--- src/rtl/condicionador_botoes.sv ---
// -----------------------------------------------------------------------------
// condicionador_botoes
//
// Conditions the raw player buttons for the game core. Every raw input goes
// through a two-flop synchronizer and then an independent counter-based
// debouncer. The debounced buttons drive a small FSM that accepts a play only
// when exactly one button is pressed. A press with two or more buttons is
// rejected and flagged on multipla. After either outcome the FSM waits for all
// buttons to be released before it will accept another press. The start
// (jogar) and confirm (confirma) buttons each produce a one-cycle pulse on
// their debounced rising edge.
//
// Parameters
//   N_DEB        consecutive stable cycles before a debounced value changes
//                (legal range 2..65535)
//
// Ports
//   clock        system clock, rising edge
//   reset        asynchronous reset, active low
//   botoes_in    raw button levels, 1 = pressed
//   jogar_in     raw start button
//   confirma_in  raw confirm button
//   botoes       one-hot code of the last accepted play (held)
//   tem_jogada   one-cycle pulse, a new play was accepted
//   jogar        one-cycle pulse on the debounced jogar_in rising edge
//   confirma     one-cycle pulse on the debounced confirma_in rising edge
//   multipla     one-cycle pulse, a multi-button press was rejected
//
// Optional debug build (define CONDICIONADOR_BOTOES_DEBUG_EN)
//   db_estado    FSM state (LIVRE=00, ACEITA=01, ESPERA_SOLTAR=10)
//   db_filtrados debounced button levels
// -----------------------------------------------------------------------------
module condicionador_botoes #(
  parameter int N_DEB = 5000
) (
  input  logic       clock,
  input  logic       reset,
  input  logic [3:0] botoes_in,
  input  logic       jogar_in,
  input  logic       confirma_in,
  output logic [3:0] botoes,
  output logic       tem_jogada,
  output logic       jogar,
  output logic       confirma,
  output logic       multipla
`ifdef CONDICIONADOR_BOTOES_DEBUG_EN
  ,
  output logic [1:0] db_estado,
  output logic [3:0] db_filtrados
`endif
);

  localparam int          N_CH    = 6;
  localparam logic [15:0] CNT_MAX = 16'(N_DEB - 1);

  // Channel layout: [3:0] buttons, [4] jogar, [5] confirma.
  localparam int CH_JOGAR    = 4;
  localparam int CH_CONFIRMA = 5;

  typedef enum logic [1:0] {
    LIVRE         = 2'b00,
    ACEITA        = 2'b01,
    ESPERA_SOLTAR = 2'b10
  } estado_t;

  logic [N_CH-1:0] raw;
  logic [N_CH-1:0] sync_p0;
  logic [N_CH-1:0] sync_p1;
  logic [N_CH-1:0] filt_p2;
  logic [15:0]     cnt_p2 [N_CH];
  logic [1:0]      filt_p3;

  estado_t         estado;
  estado_t         estado_next;
  logic            carrega;
  logic            multipla_next;
  logic [3:0]      filt_botoes;
  logic            um_botao;
  logic            varios_botoes;

  assign raw = {confirma_in, jogar_in, botoes_in};

  // ---- stage p0/p1: two-flop synchronizer ----------------------------------
  always_ff @(posedge clock or negedge reset) begin
    if (!reset) begin
      sync_p0 <= '0;
      sync_p1 <= '0;
    end else begin
      sync_p0 <= raw;
      sync_p1 <= sync_p0;
    end
  end

  // ---- stage p2: per-channel debounce --------------------------------------
  // The counter only runs while the synchronized level disagrees with the
  // filtered level; any agreement (a glitch ending) restarts it from zero.
  always_ff @(posedge clock or negedge reset) begin
    if (!reset) begin
      filt_p2 <= '0;
      for (int i = 0; i < N_CH; i++) begin
        cnt_p2[i] <= '0;
      end
    end else begin
      for (int i = 0; i < N_CH; i++) begin
        if (sync_p1[i] == filt_p2[i]) begin
          cnt_p2[i] <= '0;
        end else if (cnt_p2[i] == CNT_MAX) begin
          filt_p2[i] <= sync_p1[i];
          cnt_p2[i]  <= '0;
        end else begin
          cnt_p2[i] <= cnt_p2[i] + 16'd1;
        end
      end
    end
  end

  // ---- stage p3: rising-edge pulses for jogar / confirma -------------------
  // The delayed copy makes each pulse land one cycle after the filtered
  // level rises, aligned with the FSM's registered outputs.
  always_ff @(posedge clock or negedge reset) begin
    if (!reset) begin
      filt_p3  <= '0;
      jogar    <= 1'b0;
      confirma <= 1'b0;
    end else begin
      filt_p3  <= {filt_p2[CH_CONFIRMA], filt_p2[CH_JOGAR]};
      jogar    <= filt_p2[CH_JOGAR]    & ~filt_p3[0];
      confirma <= filt_p2[CH_CONFIRMA] & ~filt_p3[1];
    end
  end

  // ---- stage p3: button FSM ------------------------------------------------
  assign filt_botoes   = filt_p2[3:0];
  assign um_botao      = (filt_botoes != 4'b0000) &&
                         ((filt_botoes & (filt_botoes - 4'd1)) == 4'b0000);
  assign varios_botoes = (filt_botoes != 4'b0000) && !um_botao;

  always_ff @(posedge clock or negedge reset) begin
    if (!reset) begin
      estado <= LIVRE;
    end else begin
      estado <= estado_next;
    end
  end

  always_comb begin
    estado_next   = estado;
    carrega       = 1'b0;
    multipla_next = 1'b0;
    unique case (estado)
      LIVRE: begin
        if (um_botao) begin
          carrega     = 1'b1;
          estado_next = ACEITA;
        end else if (varios_botoes) begin
          multipla_next = 1'b1;
          estado_next   = ESPERA_SOLTAR;
        end
      end
      ACEITA: begin
        estado_next = ESPERA_SOLTAR;
      end
      ESPERA_SOLTAR: begin
        // Extra presses while waiting are ignored; only a full release
        // re-arms the FSM.
        if (filt_botoes == 4'b0000) begin
          estado_next = LIVRE;
        end
      end
      default: begin
        estado_next = LIVRE;
      end
    endcase
  end

  // The accepted code is held until the next accepted play; the rejection
  // flag is registered so it rises together with the move into
  // ESPERA_SOLTAR, the same timing as tem_jogada for an accepted play.
  always_ff @(posedge clock or negedge reset) begin
    if (!reset) begin
      botoes   <= 4'b0000;
      multipla <= 1'b0;
    end else begin
      multipla <= multipla_next;
      if (carrega) begin
        botoes <= filt_botoes;
      end
    end
  end

  assign tem_jogada = (estado == ACEITA);

`ifdef CONDICIONADOR_BOTOES_DEBUG_EN
  assign db_estado    = estado;
  assign db_filtrados = filt_botoes;
`endif

endmodule

--- config.mk ---
export PLATFORM = sky130hd
export DESIGN_NAME = condicionador_botoes
export DESIGN_NICKNAME = d
export VERILOG_FILES = /design/src/rtl/condicionador_botoes.sv
export SDC_FILE = /design/constraint.sdc
export NUM_CORES = 1
export LEC_CHECK = 0
export ABC_AREA = 0
export CAP_MARGIN = 20
export CORE_MARGIN = 4
export CORE_UTILIZATION = 40
export CTS_CLUSTER_DIAMETER = 100
export CTS_CLUSTER_SIZE = 25
export DETAILED_ROUTE_END_ITERATION = 16
export PLACE_DENSITY = 0.68
export SYNTH_ARGS = -nofsm -noshare
export SYNTH_HDL_FRONTEND = slang
export SYNTH_SLANG_ARGS = --single-unit
--- constraint.sdc ---
create_clock -name clock -period 2.5 [get_ports clock]
set_clock_uncertainty 0.15 [all_clocks]
set_input_delay 0.375 -clock clock [delete_from_list [all_inputs] [get_ports clock]]
set_output_delay 0.375 -clock clock [all_outputs]
set_load 0.02 [all_outputs]
==> metrics.md <==
| Metric | Value |
|---|---|
| Status | finished clean |
| Std-Cell Rows | 43 |
| Bufs on Longest Clock Path | 2 |
| CP Launch Type | flip-flop |
| Total net switching power | 888.3 uW |
| Slack of the critical path | 0.2789 ns |
| Skew-Pair Late Insertion Delay | 0.41 ns |
| Crit path DAT | 1.70 ns |
| Synth top area share | 53.73% |
| CTS Buf Count | 17 |
| Drt pass-1 iters | 6 |
| Critical path peak fanout | 9 |
| Cell Int Power | 3560 uW |
| Switching power share of the total | 19.97% |
| Pwr Total | 4448 uW |
| Min Tclk post-route | 2.221 ns |
| Vias | 3992 |
| Largest net degree at the start of global routing | 50 |
| Vias per cell | 5.171 |
| Die area | 0.01655 mm^2 |
| Initial DRC Count | 232 |
| CTS tree | yes |
| Largest cells by area after synthesis | dfrtp_1, xnor2_1, nor2_1 |
| Comb pwr share | 2.9% |
| Io pins | 16 |
| MaxCap Viol Count | 0 |
| Worst hold path class | flip-flop to flip-flop |
| Core box area | 0.01404 mm^2 |
| Clk sink count | 125 |
| Pins Over Slew Limit | 0 |
| Drt wl/cell | 13.08 um |
| # setup viols final | 0 |
| Leakage | 0.002756 uW |
| Crit. Startpoint | estado[1] |
| Die width | 128.6 um |
| Initial Utilization | 41.46% |
| Gpl congestion | 0.8063 |
| First-pass GRT wire length | 18350 um |
| Least-Margin Pin Slew | 0.5675 ns |
| Cell Chain, Critical Path | nor2b_1 -> clkdlybuf4s50_1 |
| FF-to-FF setup slack | 0.31 ns |
| DP HPWL | 6874 um |
| H-Tree Depth | 4 |
| Yosys top cell by area | dfrtp_1 |
| Reg2reg start | cnt_p2[64] |
| Nets@finish | 597 |
| Fmax achieved | 0.4502 GHz |
| EDFF count, synth | 0 |
| Synthesized area per cell | 10.43 um^2 |
| Grt total ovfl | 0 |
| CP max-delay cell | clkdlybuf4s50_1 |
| Critical path type | flip-flop to primary output |
| Vias in the first global route | 4057 |
| Critical path endpoint | tem_jogada |
| Seq/Total Area, Yosys | 53.73% |
| Synth-to-layout area growth | 14.96% |
| Share of layout cells above drive strength 1 | 8.277% |
| Synth warn | 0 |
| Primary FF master, synth | dfrtp_1 |
| Clk pwr share | 50.2% |
| Post-synth top cells | dfrtp_1, nor2_1, xnor2_1 |
| Placed cell count | 743 |
| Max stage delay on crit path | 0.63 ns |
| Synth Instances | 558 |
| Required @ worst endpoint | 1.98 ns |
| Post-synth cell types | 36 |
| Antenna fix cells | 0 |
| Count of non-filler cells in the finished layout | 772 |
| Slew headroom | 62.17% |
| Die Span Y | 128.6 um |
| CP Capture Type | primary output |
| Async set or reset register ratio after synthesis | 100.0% |
| RR Endpoint | cnt_p2[70] |
| Routed WL | 10100 um |
| Port bufs | 15 |
| RSZ-0062 raised after global routing | no |
| Count leader, synth | dfrtp_1 |
| Min Hold Slack | 0.1955 ns |
| VDD IR max | 497.8 uV |
| Root Buffer | clkbuf_16 |
| Clock Pin Slew Worst Setup and Hold Paths | 0.05 ns |
| Initial antenna violation count | 0 |
| Setup_tns | 0 ns |
| Final Hold Viols | 0 |
| # Post-CTS Setup Buffers | 0 |
| ANT nets after route | 0 |
| Total GRT Usage | 13.79% |
| Post-route DRC | 0 |
| Reg2reg path depth | 5 |
| Pre-CTS setup slack | 0.3034 ns |
| Cell area after synthesis | 0.005822 mm^2 |
| Power share of the sequential group | 46.9% |
| Tcrit/Tclk final | 88.84% |
| Pwr dens | 664.6 mW/mm^2 |
| Syn nets | 572 |
| Seq cells post-synth | 125 |
[final cells by class]
| class | instances | area (um^2) |
|---|---|---|
| Clock buffer | 28 | 546.8 |
| Fill cell | 1244 | 7350 |
| Inverter | 12 | 45.04 |
| Multi-Input combinational cell | 408 | 2555 |
| Sequential cell | 125 | 3128 |
| Tap cell | 180 | 225.2 |
| Timing Repair Buffer | 19 | 192.7 |
[placed cells by master, fill, tap and decap left out, types with 2 or more instances in the layout]
| master | netlist | final |
|---|---|---|
| or4_4 | 6 | 6 |
| or4_1 | 6 | 6 |
| o21ai_0 | 3 | 3 |
| clkbuf_1 | 6 | 3 |
| a21oi_1 | 3 | 3 |
| dfrtp_1 | 125 | 125 |
| clkbuf_8 | 0 | 8 |
| nand2_1 | 31 | 31 |
| nand3_1 | 26 | 26 |
| clkdlybuf4s50_1 | 0 | 14 |
| nor4_1 | 32 | 32 |
| clkbuf_16 | 0 | 17 |
| ha_1 | 6 | 6 |
| and3_1 | 5 | 5 |
| nor2_1 | 113 | 113 |
| xor2_1 | 18 | 18 |
| nand4_1 | 24 | 24 |
| mux2_4 | 6 | 6 |
| a32o_1 | 2 | 2 |
| nand2_4 | 3 | 3 |
| or3_1 | 6 | 6 |
| nor3_1 | 21 | 21 |
| xnor2_1 | 75 | 75 |
| nor2b_1 | 3 | 3 |
| nand2_2 | 3 | 3 |
| inv_1 | 12 | 12 |
| or4bb_1 | 6 | 6 |
| buf_4 | 0 | 3 |
[power groups by stage]
| stage | Clock, uW | Sequential (uW) | Combinational [uW] |
|---|---|---|---|
| after global routing | 2410 | 2090 | 150 |
| after global placement | 0 | 2120 | 128 |
| after detailed placement | 0 | 2120 | 132 |
| final | 2230 | 2090 | 128 |
| after CTS | 2300 | 2090 | 134 |
| after floorplan | 0 | 2110 | 70.6 |
[worst min-delay path by stage]
stage	startpoint	to	slack (ns)	depth (start not counted)
final	sync_p0[4]	sync_p1[4]	0.20	0
after global routing	sync_p0[4]	sync_p1[4]	0.21	0
after CTS	sync_p0[5]	sync_p1[5]	0.20	0
after detailed placement	reset	cnt_p2[56]	0.11	1
after global placement	reset	cnt_p2[57]	0.11	1
after floorplan	reset	botoes[0]	-0.07	0
[cell families after synthesis]
group | synth area share (%)
flip-flops | 53.73
AND/OR/NAND/NOR | 25.19
AO/OA/AOI/OAI | 1.698
adder cells (fa/ha/maj) | 1.461
multiplexers | 1.547
XOR/XNOR | 13.99
buffers and inverters | 2.385
[through the flow]
| stage | area [um^2] | util [%] |
|---|---|---|
| 3_3_place_gp | 6136 | 43.70 |
| 2_1_floorplan | 5822 | - |
| 5_1_grt | 6693 | 47.66 |
| 6_report | 6693 | 47.66 |
| 4_1_cts | 6693 | 47.66 |
| 3_5_place_dp | 6136 | 43.70 |
[flip-flops by register name, indices dropped and copies added, names as in the netlist]
register,flops
confirma,1
filt_p2,6
sync_p0,6
cnt_p2,96
jogar,1
estado,2
sync_p1,6
filt_p3,2
multipla,1
botoes,4
[metal layers]
layer / part of all wire [%] / global-route usage (%)
met4: 1.4 / 5.930
met5: 0 / 0
met1: 48 / 17.78
met2: 47 / 20.49
met3: 3.6 / 5.687
[critical path: cells and delay by family, from the launching register on]
family / cells / cell delay, ns
and+or+nand+nor: 1 / 0.19
DFF: 1 / 0.47
buffers and inverters: 1 / 0.63
[repair_timing]
action,in CTS,in global routing
hold endpoints to repair,64,0
resized for setup,0,0
hold buffers,1,0
No activity file was read; power rests on OpenSTA's default activity.
